## src/rtl/ibex_dit_timing_monitor_if.sv

```systemverilog
// Per-channel execution-unit handshake seen by the DIT timing monitor.
// The master side drives start/valid/ready; the monitor reports busy/done.
interface ibex_dit_timing_monitor_if #(
  parameter int unsigned NumChan = 2
);
  logic [NumChan-1:0] start_i;
  logic [NumChan-1:0] valid_i;
  logic [NumChan-1:0] ready_i;
  logic [NumChan-1:0] busy_o;
  logic [NumChan-1:0] done_o;

  modport master (
    output start_i, valid_i, ready_i,
    input  busy_o, done_o
  );

  modport slave (
    input  start_i, valid_i, ready_i,
    output busy_o, done_o
  );
endinterface

```

## src/rtl/ibex_dit_timing_monitor.sv

```systemverilog
// Start-to-valid latency monitor with sticky DIT-mismatch, timeout and protocol flags.
// Define IBEX_DIT_MONITOR_ASSERT_EN to add per-channel concurrent assertions on each error.
module ibex_dit_timing_monitor #(
  parameter int unsigned NumChan = 2,
  parameter int unsigned CntW    = 6,
  parameter int unsigned MaxLat  = 40
) (
  input  logic                      clk_i,
  input  logic                      rst_ni,
  ibex_dit_timing_monitor_if.slave  hs,
  input  logic                      data_ind_timing_i,
  input  logic [NumChan*CntW-1:0]   exp_lat_i,
  input  logic                      clr_i,
  output logic [NumChan*CntW-1:0]   lat_o,
  output logic [NumChan-1:0]        err_mismatch_o,
  output logic [NumChan-1:0]        err_timeout_o,
  output logic [NumChan-1:0]        err_protocol_o
);

  typedef enum logic [1:0] {
    IDLE,
    COUNT,
    HOLD
  } state_e;

  localparam logic [CntW-1:0] CntSat     = '1;
  localparam logic [CntW-1:0] TimeoutCnt = CntW'(MaxLat + 1);

  for (genvar c = 0; c < NumChan; c++) begin : g_chan
    state_e          state_q, state_d;
    logic [CntW-1:0] cnt_q, cnt_d;
    logic [CntW-1:0] exp_q, exp_d;
    logic [CntW-1:0] lat_q, lat_d;
    logic            dit_q, dit_d;
    logic            busy_q, done_q, done_d;
    logic            mm_q, to_q, pr_q;
    logic            mm_set, to_set, pr_set;
    logic            start, valid, ready;

    assign start = hs.start_i[c];
    assign valid = hs.valid_i[c];
    assign ready = hs.ready_i[c];

    always_ff @(posedge clk_i or negedge rst_ni) begin
      if (!rst_ni) begin
        state_q <= IDLE;
        cnt_q   <= '0;
        exp_q   <= '0;
        dit_q   <= 1'b0;
      end else begin
        state_q <= state_d;
        cnt_q   <= cnt_d;
        exp_q   <= exp_d;
        dit_q   <= dit_d;
      end
    end

    always_comb begin
      state_d = state_q;
      unique case (state_q)
        IDLE:    if (start) state_d = COUNT;
        COUNT: begin
          if (valid)                    state_d = ready ? IDLE : HOLD;
          else if (cnt_q == TimeoutCnt) state_d = IDLE;
        end
        HOLD:    if (!valid || ready) state_d = IDLE;
        default: state_d = IDLE;
      endcase
    end

    // A start while busy only flags an error; the running measurement is kept.
    always_comb begin
      cnt_d  = cnt_q;
      exp_d  = exp_q;
      dit_d  = dit_q;
      lat_d  = lat_q;
      done_d = 1'b0;
      mm_set = 1'b0;
      to_set = 1'b0;
      pr_set = 1'b0;
      unique case (state_q)
        IDLE: begin
          if (start) begin
            cnt_d = CntW'(1);
            exp_d = exp_lat_i[c*CntW +: CntW];
            dit_d = data_ind_timing_i;
          end
        end
        COUNT: begin
          pr_set = start;
          if (valid) begin
            lat_d  = cnt_q;
            mm_set = dit_q && (cnt_q != exp_q);
            done_d = ready;
          end else if (cnt_q == TimeoutCnt) begin
            to_set = 1'b1;
          end else if (cnt_q != CntSat) begin
            cnt_d = cnt_q + CntW'(1);
          end
        end
        HOLD: begin
          pr_set = start || !valid;
          done_d = valid && ready;
        end
        default: ;
      endcase
    end

    always_ff @(posedge clk_i or negedge rst_ni) begin
      if (!rst_ni) begin
        busy_q <= 1'b0;
        done_q <= 1'b0;
        lat_q  <= '0;
        mm_q   <= 1'b0;
        to_q   <= 1'b0;
        pr_q   <= 1'b0;
      end else begin
        busy_q <= (state_d != IDLE);
        done_q <= done_d;
        lat_q  <= lat_d;
        mm_q   <= mm_set || (mm_q && !clr_i);
        to_q   <= to_set || (to_q && !clr_i);
        pr_q   <= pr_set || (pr_q && !clr_i);
      end
    end

    assign hs.busy_o[c]            = busy_q;
    assign hs.done_o[c]            = done_q;
    assign lat_o[c*CntW +: CntW]   = lat_q;
    assign err_mismatch_o[c]       = mm_q;
    assign err_timeout_o[c]        = to_q;
    assign err_protocol_o[c]       = pr_q;

`ifdef IBEX_DIT_MONITOR_ASSERT_EN
    MismatchA: assert property (@(posedge clk_i) disable iff (!rst_ni) !mm_set);
    TimeoutA:  assert property (@(posedge clk_i) disable iff (!rst_ni) !to_set);
    ProtocolA: assert property (@(posedge clk_i) disable iff (!rst_ni) !pr_set);
`else
    // Errors are reported on the sticky outputs only.
`endif
  end

endmodule

```

## src/flat_wrapper.sv

```systemverilog
// flat-port wrapper written by rule: the top's interface ports become plain ports
module ibex_dit_timing_monitor_flat 
#(
  parameter int unsigned NumChan = 2,
  parameter int unsigned CntW    = 6,
  parameter int unsigned MaxLat  = 40
)
  (clk_i, rst_ni, data_ind_timing_i, exp_lat_i, clr_i, lat_o, err_mismatch_o, err_timeout_o, err_protocol_o, hs_start_i, hs_valid_i, hs_ready_i, hs_busy_o, hs_done_o);
  ibex_dit_timing_monitor_if #(.NumChan(NumChan)) hs_i ();
  input  logic clk_i;
  input  logic rst_ni;
  input  logic data_ind_timing_i;
  input  logic [NumChan*CntW-1:0] exp_lat_i;
  input  logic clr_i;
  output logic [NumChan*CntW-1:0] lat_o;
  output logic [NumChan-1:0] err_mismatch_o;
  output logic [NumChan-1:0] err_timeout_o;
  output logic [NumChan-1:0] err_protocol_o;
  input wire logic [$bits(hs_i.start_i)-1:0] hs_start_i;
  input wire logic [$bits(hs_i.valid_i)-1:0] hs_valid_i;
  input wire logic [$bits(hs_i.ready_i)-1:0] hs_ready_i;
  output wire logic [$bits(hs_i.busy_o)-1:0] hs_busy_o;
  output wire logic [$bits(hs_i.done_o)-1:0] hs_done_o;
  assign hs_i.start_i = hs_start_i;
  assign hs_i.valid_i = hs_valid_i;
  assign hs_i.ready_i = hs_ready_i;
  assign hs_busy_o = hs_i.busy_o;
  assign hs_done_o = hs_i.done_o;
  ibex_dit_timing_monitor #(.NumChan(NumChan), .CntW(CntW), .MaxLat(MaxLat)) u_core (.clk_i(clk_i), .rst_ni(rst_ni), .hs(hs_i), .data_ind_timing_i(data_ind_timing_i), .exp_lat_i(exp_lat_i), .clr_i(clr_i), .lat_o(lat_o), .err_mismatch_o(err_mismatch_o), .err_timeout_o(err_timeout_o), .err_protocol_o(err_protocol_o));
endmodule
```

## config.mk

```make
export PLATFORM = sky130hd
export DESIGN_NAME = ibex_dit_timing_monitor_flat
export DESIGN_NICKNAME = d
export VERILOG_FILES = /design/src/rtl/ibex_dit_timing_monitor_if.sv /design/src/rtl/ibex_dit_timing_monitor.sv /design/src/flat_wrapper.sv
export SDC_FILE = /design/constraint.sdc
export NUM_CORES = 1
export LEC_CHECK = 0
export CORE_MARGIN = 1
export CORE_UTILIZATION = 43
export CTS_BUF_LIST = sky130_fd_sc_hd__clkbuf_16
export DETAILED_ROUTE_END_ITERATION = 10
export MAX_ROUTING_LAYER = met4
export PLACE_DENSITY = 0.69
export SYNTH_ARGS = -nofsm -noshare
export SYNTH_HDL_FRONTEND = slang
export SYNTH_SLANG_ARGS = --single-unit
export TNS_END_PERCENT = 50
```

## constraint.sdc

```tcl
create_clock -name clk_i -period 1.89 [get_ports clk_i]
set_input_delay 0.567 -clock clk_i [delete_from_list [all_inputs] [get_ports clk_i]]
set_output_delay 0.567 -clock clk_i [all_outputs]
set_load 0.01 [all_outputs]
```

=== Word level (Yosys, flattened, before mapping) ===
Index checks and enable logic that the tools add are counted.

* Add/sub/neg operators: 2
* Equal/unequal tests: 18
* Mux-type cells: 38
* Reductions and logical operators: 35

{| class="wikitable"
|+ Operator list
! operator !! count
|-
| $mux 6 || 8
|-
| $pmux 6 s2 || 2
|-
| $mux 2 || 10
|-
| $add 6x1->6 const B || 2
|-
| $eq 6x6->1 const B || 2
|-
| $mux 1 || 12
|-
| $ne 2x2->1 const B || 6
|-
| $ne 6x6->1 || 2
|-
| $ne 6x6->1 const B || 2
|-
| $pmux 2 s3 || 2
|-
| $logic_and 1x1->1 || 10
|-
| $logic_or 1x1->1 || 10
|-
| $reduce_and 5->1 || 2
|-
| $pmux 1 s2 || 4
|-
| $reduce_and 2->1 || 4
|-
| $reduce_bool 2->1 || 4
|-
| $eq 2x1->1 const B || 2
|-
| $eq 2x2->1 const B || 2
|-
| $logic_not 2->1 || 2
|-
| $ne 2x1->1 const B || 2
|-
| $logic_not 1->1 || 3
|}

* Flip-flop bits (word level): 52
* Input port bits: 22

=== Longest topological paths before layout ===
Gate-level depths: netlist of the first run.

* Word-level depth: 5
* Gate-level depth with buffers: 7

=== Worst setup path after synthesis of the first run ===
Ideal clock, no wire load.

* Path kind: register to register
* From: register u_core.g_chan[0].state_q[1]
* To: register u_core.g_chan[0].cnt_q[0]
* Setup time: 0.125 ns
* Data arrival time: 1.663 ns
* Data required time: 1.765 ns
* Setup slack: 0.101 ns
* Cell stages (with the launch flop): 8
* Cell sequence: dfrtp_1 -> inv_1 -> ha_1 -> buf_4 -> mux2i_2 -> o21bai_1 -> o21bai_4 -> mux2_4

* Cells in the longest elaborated chain, start to end: 3

{| class="wikitable"
|+ Ends and longest elaborated chain
! what !! RTL line !! RTL
|-
| start, declared || ibex_dit_timing_monitor.sv:30 || <nowiki>state_e state_q, state_d;</nowiki>
|-
| start signal, assigned || ibex_dit_timing_monitor.sv:51 || <nowiki>state_q <= state_d;</nowiki>
|-
| $eq 2x1->1 / $logic_not 2->1 (equally long branches) || ibex_dit_timing_monitor.sv:81 || <nowiki>unique case (state_q)</nowiki>
|-
| $ne 2x2->1 (no line) (tied with other cells) || - ||
|-
| $reduce_and 5->1 (no line) || - ||
|-
| end signal, assigned || ibex_dit_timing_monitor.sv:52 || <nowiki>cnt_q <= cnt_d;</nowiki>
|-
| end, declared || ibex_dit_timing_monitor.sv:31 || <nowiki>logic [CntW-1:0] cnt_q, cnt_d;</nowiki>
|}

Several ways; a longest one is shown, not always the timed one.
A chain may end at the register's enable or synchronous reset.

=== Worst setup path after layout of the first run ===
* From: register u_core.g_chan[1].state_q[1]
* To: register u_core.g_chan[1].cnt_q[4]

* Cells in the longest elaborated chain, start to end: 3

{| class="wikitable"
|+ Ends and longest elaborated chain
! what !! RTL line
|-
| start, declared || ibex_dit_timing_monitor.sv:30
|-
| start signal, assigned || ibex_dit_timing_monitor.sv:51
|-
| $eq 2x1->1 / $logic_not 2->1 (equally long branches) || ibex_dit_timing_monitor.sv:81
|-
| $ne 2x2->1 (no line) (tied with other cells) || -
|-
| $reduce_and 5->1 (no line) || -
|-
| end signal, assigned || ibex_dit_timing_monitor.sv:52
|-
| end, declared || ibex_dit_timing_monitor.sv:31
|}

Several ways; a longest one is shown, not always the timed one.

==> impl_metrics.env, run 1 <==
export IMPL_synth_top_cell_area_share_pct=47.3
export IMPL_timing_fmax_ghz=0.566
export IMPL_finalNetCount=333
export IMPL_setup_worst_path_start_class="register"
export IMPL_slew_viol_final=0
export IMPL_detail_route_drc_violations=0
export IMPL_depth_of_the_most_critical_reg_to_reg_path=7
export IMPL_cpMaxStageDelayCell="sky130_fd_sc_hd__dfrtp_1"
export IMPL_detailedRoute_firstIterationViolations=73
export IMPL_dieArea_sq_mm=0.00672
export IMPL_outcome="finished clean"
export IMPL_timing_setup_critical_path_class="reg2reg"
export IMPL_place_inst=367
export IMPL_wl_per_cell_um=14.4
export IMPL_synth_fp_nets=277
export IMPL_synth_async_sr_flop_share_pct=100
export IMPL_hold_path_class="in2async"
export IMPL_global_route_wire_length_before_repair_mm=8.80
export IMPL_avgSynthCellArea_sq_um=11.3
export IMPL_post_cts_buffers=0
export IMPL_synth_top_cells_by_area="sky130_fd_sc_hd__dfrtp_1 (47%), sky130_fd_sc_hd__mux2_2 (9.8%), sky130_fd_sc_hd__ha_1 (5.5%)"
export IMPL_worstPathCellList="inv_1 -> buf_4 -> ha_1 -> mux2_4 -> o211ai_4 -> or3_1 -> a21oi_1"
export IMPL_clkTransAtPathRegs_ps=70
export IMPL_routed_wl_met3_um=193
export IMPL_yosysTopAreaCell="sky130_fd_sc_hd__dfrtp_1"
export IMPL_post_synth_top_count_cell="sky130_fd_sc_hd__dfrtp_1"
export IMPL_critPathMaxFanout=9
export IMPL_detail_route_wirelength_met1_mm=2.73
export IMPL_finalSetupViolations=0
export IMPL_grt_setup_unrepaired="false"
export IMPL_power_density_mw_per_mm2=1370
export IMPL_p_int_w=0.00325
export IMPL_synth_yosys_warnings=0
export IMPL_finalClockSkew_ps=6.00
export IMPL_syn_to_final_growth_pct=28.2
export IMPL_antenna_found_initial=0
export IMPL_core_area_sq_mm=0.00606
export IMPL_antenna_diode_count=0
export IMPL_number_of_unique_standard_cell_types_used_by_synthesis=47
export IMPL_synth_edf_count=0
export IMPL_post_route_period_util_pct=93.5
export IMPL_clk_path_buf_depth=2
export IMPL_worst_endpoint_arrival_ps=1970
export IMPL_ant_nets=0
export IMPL_synth_commonest_cells="sky130_fd_sc_hd__dfrtp_1 (52), sky130_fd_sc_hd__mux2_2 (24), sky130_fd_sc_hd__buf_4 (13)"
export IMPL_leakagePower_nw=1.52
export IMPL_start_util_pct=45.4
export IMPL_post_synth_instance_area_sq_mm=0.00275
export IMPL_total_number_of_vias=1971
export IMPL_routed_wirelength_mm=5.40
export IMPL_drt_pass1_iter_count=4
export IMPL_setup_worst_path_end_class="register"
export IMPL_port_buffer_count=43
export IMPL_number_of_h_tree_levels=2
export IMPL_post_drt_via_cell_ratio=5.26
export IMPL_max_cap_violations=0
export IMPL_dr_wl_met2_mm=2.40
export IMPL_cp_slowest_stage_delay_ps=370
export IMPL_std_cell_rows=28
export IMPL_ys_ff_latch=52
export IMPL_ys_dominant_reg_cell="sky130_fd_sc_hd__dfrtp_1"
export IMPL_overflow=0
export IMPL_clock_tree_from_tritoncts="built"
export IMPL_timing_rr_end="u_core.g_chan[1].cnt_q[4]$_DFFE_PN0P_"
export IMPL_routed_top_layer="met4"
export IMPL_r2r_start="u_core.g_chan[1].state_q[1]$_DFF_PN0_"
export IMPL_grt_pass1_vias=1835
export IMPL_max_vdd_ir_drop_v=0.000596
export IMPL_n_fill_cell=521
export IMPL_cts_hold_bufs=0
export IMPL_timing_worst_slew_pin_value_ps=450
export IMPL_critical_path_required_ps=2090
export IMPL_net_switching_power_w=0.00157
export IMPL_gp_routability_congestion=0.937
export IMPL_totalPowerFinal_w=0.00482
export IMPL_drive_gt1_share_pct=24.0
export IMPL_worstSkewPairLatency_ps=290
export IMPL_timing_final_crit_period_ps=1770
export IMPL_syn_inst=243
export IMPL_grt_start_max_net_pins=41
export IMPL_clock_root_buffer="sky130_fd_sc_hd__clkbuf_16"
export IMPL_cts_inserted_buffers=5
export IMPL_pwr_share_clk_pct=20.9
export IMPL_synth_sequential_area_ratio_pct=47.3
export IMPL_boundaryPins=44
export IMPL_detailedPlacementHpwl_mm=4.07
export IMPL_cts_repair_resizes=0
export IMPL_layoutNonFillerInstCount=375
export IMPL_power_switching_share_pct=32.6
export IMPL_sequentialPowerShare_pct=36.4
export IMPL_cts_sinks=52
export IMPL_track_usage_pct=18.0
export IMPL_die_h_um=82.0
export IMPL_worst_r2r_setup_slack_ps=120
export IMPL_die_width_um=82.0
export IMPL_slew_headroom_pct=69.6
export IMPL_final_hold_violation_count=0
export IMPL_proportion_of_power_drawn_by_combinational_gates_pct=42.7
[cells by family (layout without fill, tap and decap cells)]
logic type | after synthesis | after routing | synth area share (%)
compound gates | 47 | 47 | 12.6
xor+xnor | 12 | 12 | 3.82
fa+ha+maj | 12 | 12 | 5.46
buf+inv | 32 | 89 | 6.37
flops | 52 | 52 | 47.3
mux | 31 | 31 | 12.9
simple gates | 57 | 57 | 11.5
[how the worst max path moves through the flow]
| stage | startpoint | to | slack [ps] |
|---|---|---|---|
| after floorplan | u_core.g_chan[0].state_q[1]$_DFF_PN0_ | u_core.g_chan[0].cnt_q[0]$_DFFE_PN0P_ | 100 |
| after global placement | hs_valid_i[0] | u_core.g_chan[0].busy_q$_DFF_PN0_ | -120 |
| after detailed placement | hs_start_i[0] | u_core.g_chan[0].cnt_q[0]$_DFFE_PN0P_ | -140 |
| after CTS | u_core.g_chan[1].state_q[1]$_DFF_PN0_ | u_core.g_chan[1].cnt_q[4]$_DFFE_PN0P_ | 80 |
| after global routing | u_core.g_chan[1].state_q[1]$_DFF_PN0_ | u_core.g_chan[1].cnt_q[4]$_DFFE_PN0P_ | 30 |
| final | u_core.g_chan[1].state_q[1]$_DFF_PN0_ | u_core.g_chan[1].cnt_q[4]$_DFFE_PN0P_ | 120 |
[layer usage]
metal / up-vias / global-route usage (%)
li1: 974 / -
met1: 953 / 25.7
met2: 39 / 26.0
met3: 5 / 2.67
met4: 0 / 5.79
met5: - / -
[stage by stage]
stage                     setup slack (ps)  TNS (ps)  hold slack, ps  util, %  area, sq um
after floorplan                        101         0             271        -         2750
after global placement                -121     -1180             473     55.4         3360
after detailed placement              -143     -1820             476     55.4         3360
after CTS                             82.5         0             176     58.1         3520
after global routing                  30.2         0             191     58.2         3520
final                                  123         0             164     58.2         3520
[sequential cells by signal, indices dropped and copies added (netlist names)]
name / cells
u_core.g_chan.pr_q: 2
u_core.g_chan.state_q: 4
u_core.g_chan.cnt_q: 12
u_core.g_chan.lat_q: 12
u_core.g_chan.dit_q: 2
u_core.g_chan.mm_q: 2
u_core.g_chan.to_q: 2
u_core.g_chan.exp_q: 12
u_core.g_chan.done_q: 2
u_core.g_chan.busy_q: 2
[worst max-delay path: cells and delay by family, from the launching register on]
kind / cells / cell delay (ps)
simple gates: 1 / 360
fa+ha+maj: 1 / 210
compound gates: 2 / 300
flops: 1 / 370
buf+inv: 2 / 210
mux: 1 / 230
[cell usage in the layout, fill, tap and decap left out, drive strengths merged, types with 4 or more instances in the layout]
master	n
inv	14
xnor2	8
xor2	4
dfrtp	52
or3	6
clkbuf	5
nand2b	7
o2bb2ai	5
nor3	8
mux2	27
buf	26
a21oi	13
nand3	10
clkdlybuf4s50	42
ha	12
o21ai	10
nand2	13
mux2i	4
nor2	5
[power by group through the flow]
stage	registers (W)	logic [W]	clock network (W)
finish	0.00175	0.00206	0.00101
global placement	0.00176	0.00200	0
detailed placement	0.00178	0.00205	0
floorplan	0.00170	0.00140	0
CTS	0.00176	0.00206	0.00103
global route	0.00181	0.00225	0.00107
[final cells by class]
class | instances | area (sq um) | area share [%]
Multi-Input combinational cell | 159 | 1280 | 36.3
Clock buffer | 5 | 125 | 3.55
Tap cell | 75 | 93.8 | 2.66
Timing Repair Buffer | 68 | 638 | 18.1
Sequential cell | 52 | 1300 | 36.9
Inverter | 13 | 48.8 | 1.38
Clock inverter | 3 | 38.8 | 1.10
No activity file was read; power rests on OpenSTA's default activity.
==> run 2, diff against run 1 <==
--- a/config.mk
+++ b/config.mk
@@ -11,6 +11,7 @@
 export DETAILED_ROUTE_END_ITERATION = 10
 export MAX_ROUTING_LAYER = met4
 export PLACE_DENSITY = 0.69
+export SLEW_MARGIN = 15
 export SYNTH_ARGS = -nofsm -noshare
 export SYNTH_HDL_FRONTEND = slang
 export SYNTH_SLANG_ARGS = --single-unit
==> results of run 2 <==
Same layout as run 1: the final DEF is identical, and so are final timing and power.
==> run 3, diff against run 2 <==
--- a/config.mk
+++ b/config.mk
@@ -5,7 +5,7 @@
 export SDC_FILE = /design/constraint.sdc
 export NUM_CORES = 1
 export LEC_CHECK = 0
-export CORE_MARGIN = 1
+export CORE_MARGIN = 3
 export CORE_UTILIZATION = 43
 export CTS_BUF_LIST = sky130_fd_sc_hd__clkbuf_16
 export DETAILED_ROUTE_END_ITERATION = 10
==> run 3 against run 2 <==
Flip-flop and latch count stayed put. Critical path depth down 6. Worst hold slack improved by 81 ps. Clock-buffer cell count unchanged. Non-clock buffer count did not move. Cell area is 0.43% lower. Clock skew rose by 2.3 ps. Global-route usage is 1.0 points lower. Wire length grew 2.5%.
==> impl_metrics.env, run 3 (synthesis gave the netlist of run 1 again) <==
export IMPL_ant_nets=0
export IMPL_core_area_sq_mm=0.00606
export IMPL_totalPowerFinal_w=0.00471
export IMPL_timing_setup_critical_path_class="reg2out"
export IMPL_antenna_diode_count=0
export IMPL_power_density_mw_per_mm2=1340
export IMPL_n_fill_cell=523
export IMPL_reg_largest_list="u_core.g_chan.cnt_q: 12 flops, u_core.g_chan.exp_q: 12 flops, u_core.g_chan.lat_q: 12 flops"
export IMPL_timing_worst_slew_pin_value_ps=464
export IMPL_wl_per_cell_um=14.8
export IMPL_met3_track_demand_over_resource_in_global_routing_pct=3.84
export IMPL_cpMaxStageDelayCell="sky130_fd_sc_hd__clkdlybuf4s50_1"
export IMPL_cts_inserted_buffers=5
export IMPL_timing_rr_end="u_core.g_chan[1].cnt_q[0]$_DFFE_PN0P_"
export IMPL_sequential_cell_area_sq_mm=0.00130
export IMPL_setup_worst_path_start_class="register"
export IMPL_number_of_h_tree_levels=2
export IMPL_worstSkewPairLatency_ps=300
export IMPL_max_cap_violations=0
export IMPL_slew_viol_final=0
export IMPL_post_cts_buffers=0
export IMPL_finalClockSkew_ps=8.34
export IMPL_max_vdd_ir_drop_v=0.000545
export IMPL_multi_input_area_sq_mm=0.00128
export IMPL_global_route_wire_length_before_repair_mm=9.62
export IMPL_worst_path_stages=1
export IMPL_start_util_pct=45.4
export IMPL_clock_root_buffer="sky130_fd_sc_hd__clkbuf_16"
export IMPL_worst_slack_ps=116
export IMPL_post_route_period_util_pct=93.9
export IMPL_slew_headroom_pct=68.6
export IMPL_routed_wirelength_mm=5.54
export IMPL_detailedPlacementHpwl_mm=4.02
export IMPL_setup_worst_path_end_class="output port"
export IMPL_critPathMaxFanout=2
export IMPL_outcome="finished clean"
export IMPL_crit_path_max_delay_family="buffers and inverters"
export IMPL_dieArea_sq_mm=0.00739
export IMPL_boundaryPins=44
export IMPL_antenna_found_initial=0
export IMPL_gp_routability_congestion=0.893
export IMPL_tns_ps=0
export IMPL_std_cell_rows=28
export IMPL_finalSetupViolations=0
export IMPL_die_width_um=86.0
export IMPL_grtUsageMet2_pct=24.5
export IMPL_post_drt_via_cell_ratio=5.27
export IMPL_clock_tree_from_tritoncts="built"
export IMPL_worstPathCellList="clkdlybuf4s50_1"
export IMPL_cts_sinks=52
export IMPL_r2r_start="u_core.g_chan[1].state_q[1]$_DFF_PN0_"
export IMPL_layout_core_utilization_pct=57.9
export IMPL_grt_pass1_vias=1958
export IMPL_critical_path_required_ps=1320
export IMPL_final_cell_mix="sky130_fd_sc_hd__dfrtp_1 (52), sky130_fd_sc_hd__clkdlybuf4s50_1 (42), sky130_fd_sc_hd__mux2_2 (24)"
export IMPL_finalNetCount=333
export IMPL_total_number_of_vias=1978
export IMPL_drt_pass1_iter_count=4
export IMPL_layout_cells_most_common="sky130_fd_sc_hd__dfrtp_1"
export IMPL_clkTransAtPathRegs_ps=70
export IMPL_leakagePower_nw=1.51
export IMPL_final_hold_violation_count=0
export IMPL_cts_hold_bufs=0
export IMPL_detail_route_drc_violations=0
export IMPL_worst_endpoint_arrival_ps=1210
export IMPL_overflow=0
export IMPL_detailedRoute_firstIterationViolations=113
export IMPL_top_usage_layer="met2"
export IMPL_path_buf_inv=1
export IMPL_port_buffer_count=43
export IMPL_worst_r2r_setup_slack_ps=150
export IMPL_syn_to_final_growth_pct=27.6
export IMPL_cts_repair_resizes=0
export IMPL_worst_hold_slack_ps=245
export IMPL_gr_usage_met1_pct=24.1
export IMPL_place_worst_setup_slack_ps=-145
export IMPL_grt_start_max_net_pins=53
export IMPL_die_h_um=86.0
export IMPL_depth_of_the_most_critical_reg_to_reg_path=6
export IMPL_track_usage_pct=16.9
export IMPL_timing_fmax_ghz=0.564
export IMPL_hold_path_class="in2async"
export IMPL_drive_gt1_share_pct=24.3
export IMPL_timing_final_crit_period_ps=1770
export IMPL_cp_slowest_stage_delay_ps=550
export IMPL_clk_path_buf_depth=2
==> run 3: worst max path at each step <==
| stage | startpoint | end | slack, ps |
|---|---|---|---|
| floorplan | u_core.g_chan[0].state_q[1]$_DFF_PN0_ | u_core.g_chan[0].cnt_q[0]$_DFFE_PN0P_ | 100 |
| finish | u_core.g_chan[0].lat_q[2]$_DFFE_PN0P_ | lat_o[2] | 120 |
| CTS | u_core.g_chan[1].state_q[1]$_DFF_PN0_ | u_core.g_chan[1].cnt_q[0]$_DFFE_PN0P_ | 70 |
| global route | hs_valid_i[0] | u_core.g_chan[0].busy_q$_DFF_PN0_ | -30 |
| detailed placement | hs_valid_i[0] | u_core.g_chan[0].busy_q$_DFF_PN0_ | -140 |
| global placement | hs_valid_i[0] | u_core.g_chan[0].busy_q$_DFF_PN0_ | -110 |
==> run 3: where the power goes <==
part	internal, W	total (W)	switching (W)
combinational	0.00117	0.00207	0.000903
clock	0.000490	0.000905	0.000415
sequential	0.00146	0.00174	0.000279
==> run 3: per-stage QoR <==
step | cells | area, sq um
detailed placement | 367 | 3360
finish | 375 | 3510
CTS | 375 | 3500
global route | 375 | 3510
global placement | 367 | 3360
floorplan | 243 | 2750
==> run 3: area by class of cell <==
type                       instances  share of cell area, %
clock buffer                       5                   3.57
clock inverter                     3                  0.499
inverter                          13                   1.39
multi-input combinational        159                   36.6
sequential                        52                   37.1
tap                               75                   2.67
timing repair buffer              68                   18.2
==> run 3: layer usage <==
layer  share of wire (%)  wire length (um)
met2                  46              2560
met3                 4.8               268
met5                   0                 0
met1                  48              2650
met4                0.92                51
